--- src/rtl/spi_fifo_ctrl.sv ---
// SPI FIFO controller: buffers CPU bytes in a TX FIFO, feeds them one at a
// time to the SPI byte engine, collects replies in an RX FIFO and drives the
// device chip-select with setup/hold spacing and multi-byte frames.
module spi_fifo_ctrl #(
   parameter int DEPTH       = 8,
   parameter int XFER_CYCLES = 20,
   parameter int CS_SETUP    = 2,
   parameter int CS_HOLD     = 2
) (
   input  logic                     clk,
   input  logic                     rst,
   input  logic                     wr_en,
   input  logic [7:0]               wr_data,
   input  logic                     rd_en,
   output logic [7:0]               rd_data,
   input  logic                     cs_keep,
   input  logic                     flag_clr,
   output logic                     tx_full,
   output logic                     tx_empty,
   output logic                     rx_empty,
   output logic [$clog2(DEPTH):0]   rx_count,
   output logic                     busy,
   output logic                     tx_ovf,
   output logic                     rx_ovf,
   output logic                     spi_send,
   output logic [7:0]               spi_dout,
   input  logic [7:0]               spi_din,
   output logic                     spi_cs_n
);

   localparam int AW   = $clog2(DEPTH);
   localparam int CMAX = (XFER_CYCLES > CS_SETUP)
                         ? ((XFER_CYCLES > CS_HOLD) ? XFER_CYCLES : CS_HOLD)
                         : ((CS_SETUP > CS_HOLD) ? CS_SETUP : CS_HOLD);
   localparam int CW   = $clog2(CMAX + 1);

   localparam logic [AW:0]   P_ONE   = (AW + 1)'(1);
   localparam logic [CW-1:0] C_ONE   = CW'(1);
   localparam logic [CW-1:0] XFER_L  = CW'(XFER_CYCLES);
   localparam logic [CW-1:0] SETUP_L = CW'(CS_SETUP);
   localparam logic [CW-1:0] HOLD_L  = CW'(CS_HOLD);

   typedef enum logic [2:0] {
      S_IDLE    = 3'd0,
      S_SETUP   = 3'd1,
      S_LAUNCH  = 3'd2,
      S_WAIT    = 3'd3,
      S_CAPTURE = 3'd4,
      S_HOLD    = 3'd5
   } state_t;

   state_t          state_q;
   logic [CW-1:0]   cnt_q;
   logic            cs_n_q;
   logic            send_q;
   logic [7:0]      dout_q;

   // ---------------------------------------------------------------- TX FIFO
   logic [7:0]  tx_mem_q [DEPTH];
   logic [AW:0] tx_wp_q, tx_rp_q;
   logic [AW:0] tx_wp_d, tx_rp_d;
   logic        tx_push, tx_pop;

   assign tx_empty = (tx_wp_q == tx_rp_q);
   assign tx_full  = (tx_wp_q[AW] != tx_rp_q[AW]) &&
                     (tx_wp_q[AW-1:0] == tx_rp_q[AW-1:0]);

   // The engine pop happens on the edge that enters LAUNCH so the byte and
   // the send pulse are both registered outputs during the LAUNCH cycle.
   // SETUP only ever runs with a non-empty TX FIFO, so no empty check there.
   assign tx_pop = ((state_q == S_SETUP) && (cnt_q == C_ONE)) ||
                   ((state_q == S_IDLE) && !tx_empty && !cs_n_q) ||
                   ((state_q == S_CAPTURE) && !tx_empty);

   // A same-cycle pop frees the slot, so a full FIFO still accepts the write.
   assign tx_push = wr_en && (!tx_full || tx_pop);
   assign tx_wp_d = tx_push ? (tx_wp_q + P_ONE) : tx_wp_q;
   assign tx_rp_d = tx_pop  ? (tx_rp_q + P_ONE) : tx_rp_q;

   // TX storage; contents need no reset since occupancy comes from pointers
   always_ff @(posedge clk) begin
      if (tx_push) tx_mem_q[tx_wp_q[AW-1:0]] <= wr_data;
   end

   // TX pointers, wrapping modulo 2*DEPTH
   always_ff @(posedge clk or negedge rst) begin
      if (!rst) begin
         tx_wp_q <= '0;
         tx_rp_q <= '0;
      end else begin
         tx_wp_q <= tx_wp_d;
         tx_rp_q <= tx_rp_d;
      end
   end

   // ---------------------------------------------------------------- RX FIFO
   logic [7:0]  rx_mem_q [DEPTH];
   logic [AW:0] rx_wp_q, rx_rp_q;
   logic [AW:0] rx_wp_d, rx_rp_d;
   logic        rx_full, rx_pop, rx_cap, rx_push;

   assign rx_empty = (rx_wp_q == rx_rp_q);
   assign rx_full  = (rx_wp_q[AW] != rx_rp_q[AW]) &&
                     (rx_wp_q[AW-1:0] == rx_rp_q[AW-1:0]);
   assign rx_count = rx_wp_q - rx_rp_q;
   assign rd_data  = rx_empty ? 8'h00 : rx_mem_q[rx_rp_q[AW-1:0]];

   assign rx_pop  = rd_en && !rx_empty;
   assign rx_cap  = (state_q == S_CAPTURE);
   assign rx_push = rx_cap && (!rx_full || rx_pop);
   assign rx_wp_d = rx_push ? (rx_wp_q + P_ONE) : rx_wp_q;
   assign rx_rp_d = rx_pop  ? (rx_rp_q + P_ONE) : rx_rp_q;

   // RX storage written with the engine's byte during CAPTURE
   always_ff @(posedge clk) begin
      if (rx_push) rx_mem_q[rx_wp_q[AW-1:0]] <= spi_din;
   end

   // RX pointers, wrapping modulo 2*DEPTH
   always_ff @(posedge clk or negedge rst) begin
      if (!rst) begin
         rx_wp_q <= '0;
         rx_rp_q <= '0;
      end else begin
         rx_wp_q <= rx_wp_d;
         rx_rp_q <= rx_rp_d;
      end
   end

   // ------------------------------------------------------------ sticky flags
   logic tx_ovf_q, rx_ovf_q;
   logic tx_ovf_d, rx_ovf_d;

   // Clear first, then a fresh overflow in the same cycle re-sets the flag
   always_comb begin
      tx_ovf_d = flag_clr ? 1'b0 : tx_ovf_q;
      rx_ovf_d = flag_clr ? 1'b0 : rx_ovf_q;
      if (wr_en && !tx_push) tx_ovf_d = 1'b1;
      if (rx_cap && !rx_push) rx_ovf_d = 1'b1;
   end

   // Overflow flag registers
   always_ff @(posedge clk or negedge rst) begin
      if (!rst) begin
         tx_ovf_q <= 1'b0;
         rx_ovf_q <= 1'b0;
      end else begin
         tx_ovf_q <= tx_ovf_d;
         rx_ovf_q <= rx_ovf_d;
      end
   end

   assign tx_ovf = tx_ovf_q;
   assign rx_ovf = rx_ovf_q;

   // --------------------------------------------------------------------- FSM
   // Frame sequencer with registered chip-select, send pulse and data byte
   always_ff @(posedge clk or negedge rst) begin
      if (!rst) begin
         state_q <= S_IDLE;
         cnt_q   <= '0;
         cs_n_q  <= 1'b1;
         send_q  <= 1'b0;
         dout_q  <= 8'h00;
      end else begin
         send_q <= 1'b0;
         if (tx_pop) begin
            dout_q  <= tx_mem_q[tx_rp_q[AW-1:0]];
            send_q  <= 1'b1;
            state_q <= S_LAUNCH;
         end else begin
            case (state_q)
               S_IDLE: begin
                  if (!tx_empty) begin
                     // CS is high here; a kept-low CS would have launched
                     cs_n_q  <= 1'b0;
                     cnt_q   <= SETUP_L;
                     state_q <= S_SETUP;
                  end else if (!cs_n_q && !cs_keep) begin
                     cnt_q   <= HOLD_L;
                     state_q <= S_HOLD;
                  end
               end
               S_SETUP: cnt_q <= cnt_q - C_ONE;
               S_LAUNCH: begin
                  cnt_q   <= XFER_L;
                  state_q <= S_WAIT;
               end
               S_WAIT: begin
                  if (cnt_q == C_ONE) state_q <= S_CAPTURE;
                  else                cnt_q   <= cnt_q - C_ONE;
               end
               S_CAPTURE: begin
                  // Back-to-back case is handled by tx_pop above
                  if (cs_keep) begin
                     state_q <= S_IDLE;
                  end else begin
                     cnt_q   <= HOLD_L;
                     state_q <= S_HOLD;
                  end
               end
               S_HOLD: begin
                  // New TX bytes wait for the hold to finish and a new SETUP
                  if (cnt_q == C_ONE) begin
                     cs_n_q  <= 1'b1;
                     state_q <= S_IDLE;
                  end else begin
                     cnt_q <= cnt_q - C_ONE;
                  end
               end
               default: state_q <= S_IDLE;
            endcase
         end
      end
   end

   assign busy     = (state_q != S_IDLE);
   assign spi_send = send_q;
   assign spi_dout = dout_q;
   assign spi_cs_n = cs_n_q;

endmodule

--- config.mk ---
export PLATFORM = sky130hd
export DESIGN_NAME = spi_fifo_ctrl
export DESIGN_NICKNAME = d
export VERILOG_FILES = /design/src/rtl/spi_fifo_ctrl.sv
export SDC_FILE = /design/constraint.sdc
export NUM_CORES = 1
export LEC_CHECK = 0
export ABC_AREA = 1
export BUFFER_PORTS_ARGS = -buffer_cell sky130_fd_sc_hd__buf_2
export CAP_MARGIN = 15
export CORE_UTILIZATION = 60
export DETAILED_ROUTE_END_ITERATION = 8
export GPL_TIMING_DRIVEN = 0
export PLACE_DENSITY = 0.84
export SLEW_MARGIN = 25
export SYNTH_ARGS = -nofsm -noshare
export SYNTH_HDL_FRONTEND = slang
export SYNTH_SLANG_ARGS = --single-unit
--- constraint.sdc ---
create_clock -name clk -period 3.9 [get_ports clk]
set_clock_uncertainty 0.2 [all_clocks]
set_input_delay 0.195 -clock clk [delete_from_list [all_inputs] [get_ports clk]]
set_output_delay 0.195 -clock clk [all_outputs]
set_load 0.05 [all_outputs]
* Yosys cells after proc, flatten, opt, wreduce, memory -nomap -nowiden
Memory sizes are Yosys's and may differ from the RTL's. A register that Yosys moved wholly into a read port is not among the register bits. Index checks and enable logic that the tools add are counted.
Storage, ports and cells: bits in registers 28, memory bits (writable) 128, output and inout port bits 28, memories kept 2
Operators by class: add/sub/neg operators 6, equality and inequality tests 21, multiplexer cells 24, bitwise gates (word level) 1, reduce and logical (&&, ||, !) cells 35
Memory list:
- rx_mem_q | depth 8, bits a word 8, read ports 1, clocked after memory_dff 0, write ports 1, RTL line 97 | logic [7:0] rx_mem_q [DEPTH];
- tx_mem_q | depth 8, bits a word 8, read ports 1, clocked after memory_dff 1, write ports 1, RTL line 59 | logic [7:0] tx_mem_q [DEPTH];
Operators with widths (count):
- case mux 5 bit (5 select lines) | 1
- two-way mux 5 bit | 4
- two-way mux 3 bit | 6
- case mux 3 bit (6 select lines) | 1
- adder 4 x 1 -> 4 bit, second input constant | 4
- logical AND 1 bit | 12
- two-way mux 1 bit | 10
- inequality test 2 bit, second input constant | 5
- logical NOT 1 bit | 9
- == test 4 bit | 2
- two-way mux 8 bit | 1
- AND reduction 4 bit | 2
- == test 3 x 2 -> 1 bit, second input constant | 2
- == test 3 bit | 2
- == test 3 bit, second input constant | 2
- inequality test 3 bit, second input constant | 2
- nonzero test 2 bit | 3
- == test 5 x 1 -> 1 bit, second input constant | 1
- AND reduction 5 bit | 1
- nonzero test 5 bit | 1
- subtractor 5 x 1 -> 5 bit, second input constant | 1
- logical OR 1 bit | 4
- inequality test 4 x 3 -> 1 bit, second input constant | 1
- subtractor 4 bit | 1
- 8 further kinds | 9

* Logic depth before layout (Yosys ltp)
depth after elaboration 11, depth in mapped cells 11, gate-level depth less buffers 10

* Worst setup path before layout
Ideal clock, no wire load.
path kind flip-flop to output port, from register rx_rp_q[2], to output port rd_data[0], arrival 2.604 ns, required time 3.505 ns, setup slack 0.901 ns, stages on the path, launching flop included 10, buffers on the path 2, path through dfrtp_1 clkbuf_1 clkinv_1 ha_1 nand3_1 nor2_1 inv_1 clkbuf_2 o21ai_0 nor2_1
On the way: longest elaborated chain between the ends 2
Ends and longest elaborated chain:
- start, declared | RTL line 98 | logic [AW:0] rx_wp_q, rx_rp_q;
- start signal, assigned | RTL line 126 | rx_rp_q <= rx_rp_d;
- == test 4 bit | RTL line 102 | assign rx_empty = (rx_wp_q == rx_rp_q);
- net rx_empty | RTL line 20 | output logic rx_empty,
- two-way mux 8 bit | RTL line 106 | assign rd_data = rx_empty ? 8'h00 : rx_mem_q[rx_rp_q[AW-1:0]];
- end, declared | RTL line 15 | output logic [7:0] rd_data,
The timed path passes the listed nets, and every way through them passes these cells.

* Worst setup path in the final report
from register rx_rp_q[2], to memory rx_mem_q[0][5], enable pin
On the way: longest elaborated chain between the ends 7
Ends and longest elaborated chain:
- == test 4 bit or == test 3 bit (tied branches) | RTL line 102, 104
- logical NOT 1 bit or logical AND 1 bit (tied branches) | RTL line 108, 103
- logical AND 1 bit or logical NOT 1 bit (tied branches) | RTL line 108, 110
- logical OR 1 bit * | RTL line 110 | assign rx_push = rx_cap && (!rx_full || rx_pop);
- logical AND 1 bit * | RTL line 110
- two-way mux 1 bit * | RTL line 116 | if (rx_push) rx_mem_q[rx_wp_q[AW-1:0]] <= spi_din;
- two-way mux 1 bit (implied by the code) * | RTL line 116
- end, declared | RTL line 97
Every way passes the cells marked *; elsewhere a longest branch is shown, timed or not.

==> impl_metrics.json <==
{
  "finalHoldViolations": 0,
  "vias": 5220,
  "drtAntennaViolNets": 0,
  "synth_area_mm2": 0.00704,
  "htreeDepth": 4,
  "reg2regPathDepth": 10,
  "power_frac_clock": 0.229,
  "start_kind": "flop",
  "slew_violations": 0,
  "hp-class": "in -> async",
  "synth.avg_cell_area_um2": 11.3,
  "synthCells": 621,
  "clk_pin_slew_ns": 0.06,
  "period_share": 0.932,
  "gp_congestion": 0.872,
  "dpl_worst_slack_ns": 0.383,
  "die_x_um": 110,
  "async_flop_share": 0.220,
  "slowest_delay_ns": 0.72,
  "clock_latency_ns": 0.42,
  "crit_buf_inv": 3,
  "crit_chain": "clkbuf_1 -> clkinv_1 -> ha_1 -> nand3_1 -> nor2_1 -> nand2_1 -> nand2_1 -> inv_1 -> nand2_1 -> nor2_1",
  "cpMaxStageDelayCell": "nor2_1",
  "clock.fmax_mhz": 275,
  "track_usage": 0.287,
  "final_util": 0.726,
  "rsz0062_at_grt": "false",
  "p_leak_nw": 3.24,
  "busiest_layer": "met2",
  "cp.depth": 10,
  "io_pins": 50,
  "p_switching_mw": 3.34,
  "port-buffer-count": 49,
  "root_buffer": "clkbuf_16",
  "r2r-end": "rx_mem_q[0][5]",
  "cts_tree": "done",
  "rrSetupSlack_ns": 0.27,
  "drtIter0Drc": 508,
  "status": "finished, final reports clean",
  "fin_ws_ns": 0.266,
  "synth_area_leaders": "edfxtp_1 55%, dfrtp_1 12%, o21ai_0 6.0%",
  "clkSinkCount": 164,
  "layout_commonest_cell": "edfxtp_1",
  "yosys_most_used_dff": "edfxtp_1",
  "antenna_found_initial": 0,
  "total_power_mw": 7.42,
  "dp_hpwl_um": 10100,
  "intPower_mw": 4.08,
  "grt_use_met2": 0.480,
  "r2r-start": "rx_rp_q[2]",
  "seqCellArea_mm2": 0.00475,
  "seq_power_share": 0.319,
  "ys_seq_elements": 164,
  "yosys.area.top_type": "edfxtp_1",
  "fin_crit_ns": 3.63,
  "worst_ep_required_time_ns": 3.74,
  "area_growth_pct": 17.8,
  "yosys_warnings": 0,
  "critical-path-top-delay-family": "simple AND/OR/NAND/NOR gates",
  "share_comb_of_total_power": 0.452,
  "placed_cell_area_mm2": 0.00746,
  "grt-ovfl-total": 0,
  "swShare": 0.450,
  "p_per_area_mw_per_mm2": 895,
  "cts-buffers-inserted": 17,
  "final_cell_mix": "128 x edfxtp_1, 111 x nor2_1, 84 x nand2_1, 84 x o21ai_0, 50 x buf_2",
  "grt_pass1_wl_um": 25100,
  "worst_pin_slew_ns": 0.949,
  "met1_usage": 0.352,
  "multi_input_area_mm2": 0.00202,
  "path_max_fanout": 10,
  "std_cell_rows": 39,
  "drc_errors": 0,
  "synth-edff-count": 128,
  "layout-drive-gt1-share": 0.152,
  "critical_path.endpoint_type": "flop",
  "layout.nets": 743,
  "ys_types": 36,
  "use_met3": 0.0629,
  "ir_drop_mv": 1.28,
  "tns_ns": 0,
  "path_class": "reg -> reg",
  "synth_top_area_share": 0.546,
  "cts_buffer_depth": 2,
  "core_area_mm2": 0.0114,
  "final-setup-viol-count": 0,
  "wl_per_cell_um": 18.9,
  "slew_headroom": 0.365,
  "crit_start": "rx_rp_q[2]",
  "syn_nets": 653,
  "max_cap_violations": 0,
  "finalInstanceArea_mm2": 0.00830,
  "critical_path_arrival_ns": 3.48,
  "nFillCells": 721,
  "cp_common_cell": "nand2_1",
  "vias_per_cell": 6.02,
  "die_y_um": 110,
  "drtPass1Iterations": 5,
  "grt_pass1_vias": 5103,
  "fp.dieArea_mm2": 0.0122,
  "start_util": 0.616,
  "antennaDiodeCount": 0,
  "grt_max_degree": 37,
  "synth_seq_area_share": 0.674,
  "finalWirelength_um": 16400
}
## cell families after synthesis
logic type / Yosys count / synth area share
AOI/OAI and AO/OA: 122 / 0.100
xor gates and xnor gates: 14 / 0.0174
adders and majority gates: 10 / 0.0188
buffers and inverters: 65 / 0.0393
DFF: 164 / 0.674
and+or+nand+nor: 246 / 0.150
## Yosys cell counts (all sizes together), types with 9 or more instances
cell    instances
o221ai         16
ha              9
inv            39
clkbuf         17
o21ai          85
nor2          115
edfxtp        128
xor2           10
o22ai          17
dfrtp          35
nand3          34
nand2          90
## per-stage QoR
| step | hold WS, ns | cells |
|---|---|---|
| 4_1_cts | 0.237 | 867 |
| 3_5_place_dp | 0.147 | 813 |
| 5_1_grt | 0.299 | 867 |
| 2_1_floorplan | -0.301 | 621 |
| 6_report | 0.209 | 867 |
| 3_3_place_gp | 0.130 | 813 |
## per-layer routing
metal | wire, um | up-vias
li1 | - | 2354
met1 | 6280 | 2485
met2 | 8220 | 324
met3 | 1380 | 57
met4 | 513 | 0
met5 | 0 | -
## worst register-to-register path: stages, from the launching register on
cell	delay, ns
dfrtp_1	0.33
clkbuf_1	0.42
clkinv_1	0.45
ha_1	0.47
nand3_1	0.13
nor2_1	0.05
nand2_1	0.12
nand2_1	0.08
inv_1	0.14
nand2_1	0.15
nor2_1	0.72
## registers in the layout, indices dropped and copies added, names as in the netlist, 3 cells and up
| signal | cells |
|---|---|
| rx_rp_q | 4 |
| tx_rp_q | 4 |
| spi_dout | 8 |
| tx_wp_q | 4 |
| rx_mem_q | 64 |
| rx_wp_q | 4 |
| cnt_q | 5 |
| tx_mem_q | 64 |
| state_q | 3 |
## power groups by stage
stage / Combinational, mW / Clock (mW) / Sequential, mW
global route: 3.63 / 1.78 / 2.40
finish: 3.36 / 1.70 / 2.37
CTS: 3.31 / 1.71 / 2.36
floorplan: 2.28 / 0 / 2.53
global placement: 3.12 / 0 / 2.38
detailed placement: 3.25 / 0 / 2.39
## how the worst max path moves through the flow
stage	end	slack [ns]
6_report	rx_mem_q[0][5]	0.27
4_1_cts	rx_mem_q[0][3]	0.38
3_5_place_dp	rx_mem_q[0][2]	0.38
3_3_place_gp	rx_mem_q[0][2]	0.49
2_1_floorplan	rd_data[0]	0.90
5_1_grt	rx_mem_q[0][0]	0.13
## cell type report
class	instances	area share
inverters	40	0.0181
plain buffers	25	0.0152
well taps	143	0.0216
multi-input cells	392	0.243
clock inverters	12	0.0175
repair buffers	71	0.0561
flip-flops and latches	164	0.572
clock buffers	20	0.0563
## repair_timing
item	4_1_cts	5_1_grt
hold buffers	22	0
setup endpoints to repair	0	0
buffers inserted	0	0
gates resized for setup	0	0
endpoints found under the hold margin	174	0
No activity file was read; power rests on OpenSTA's default activity.
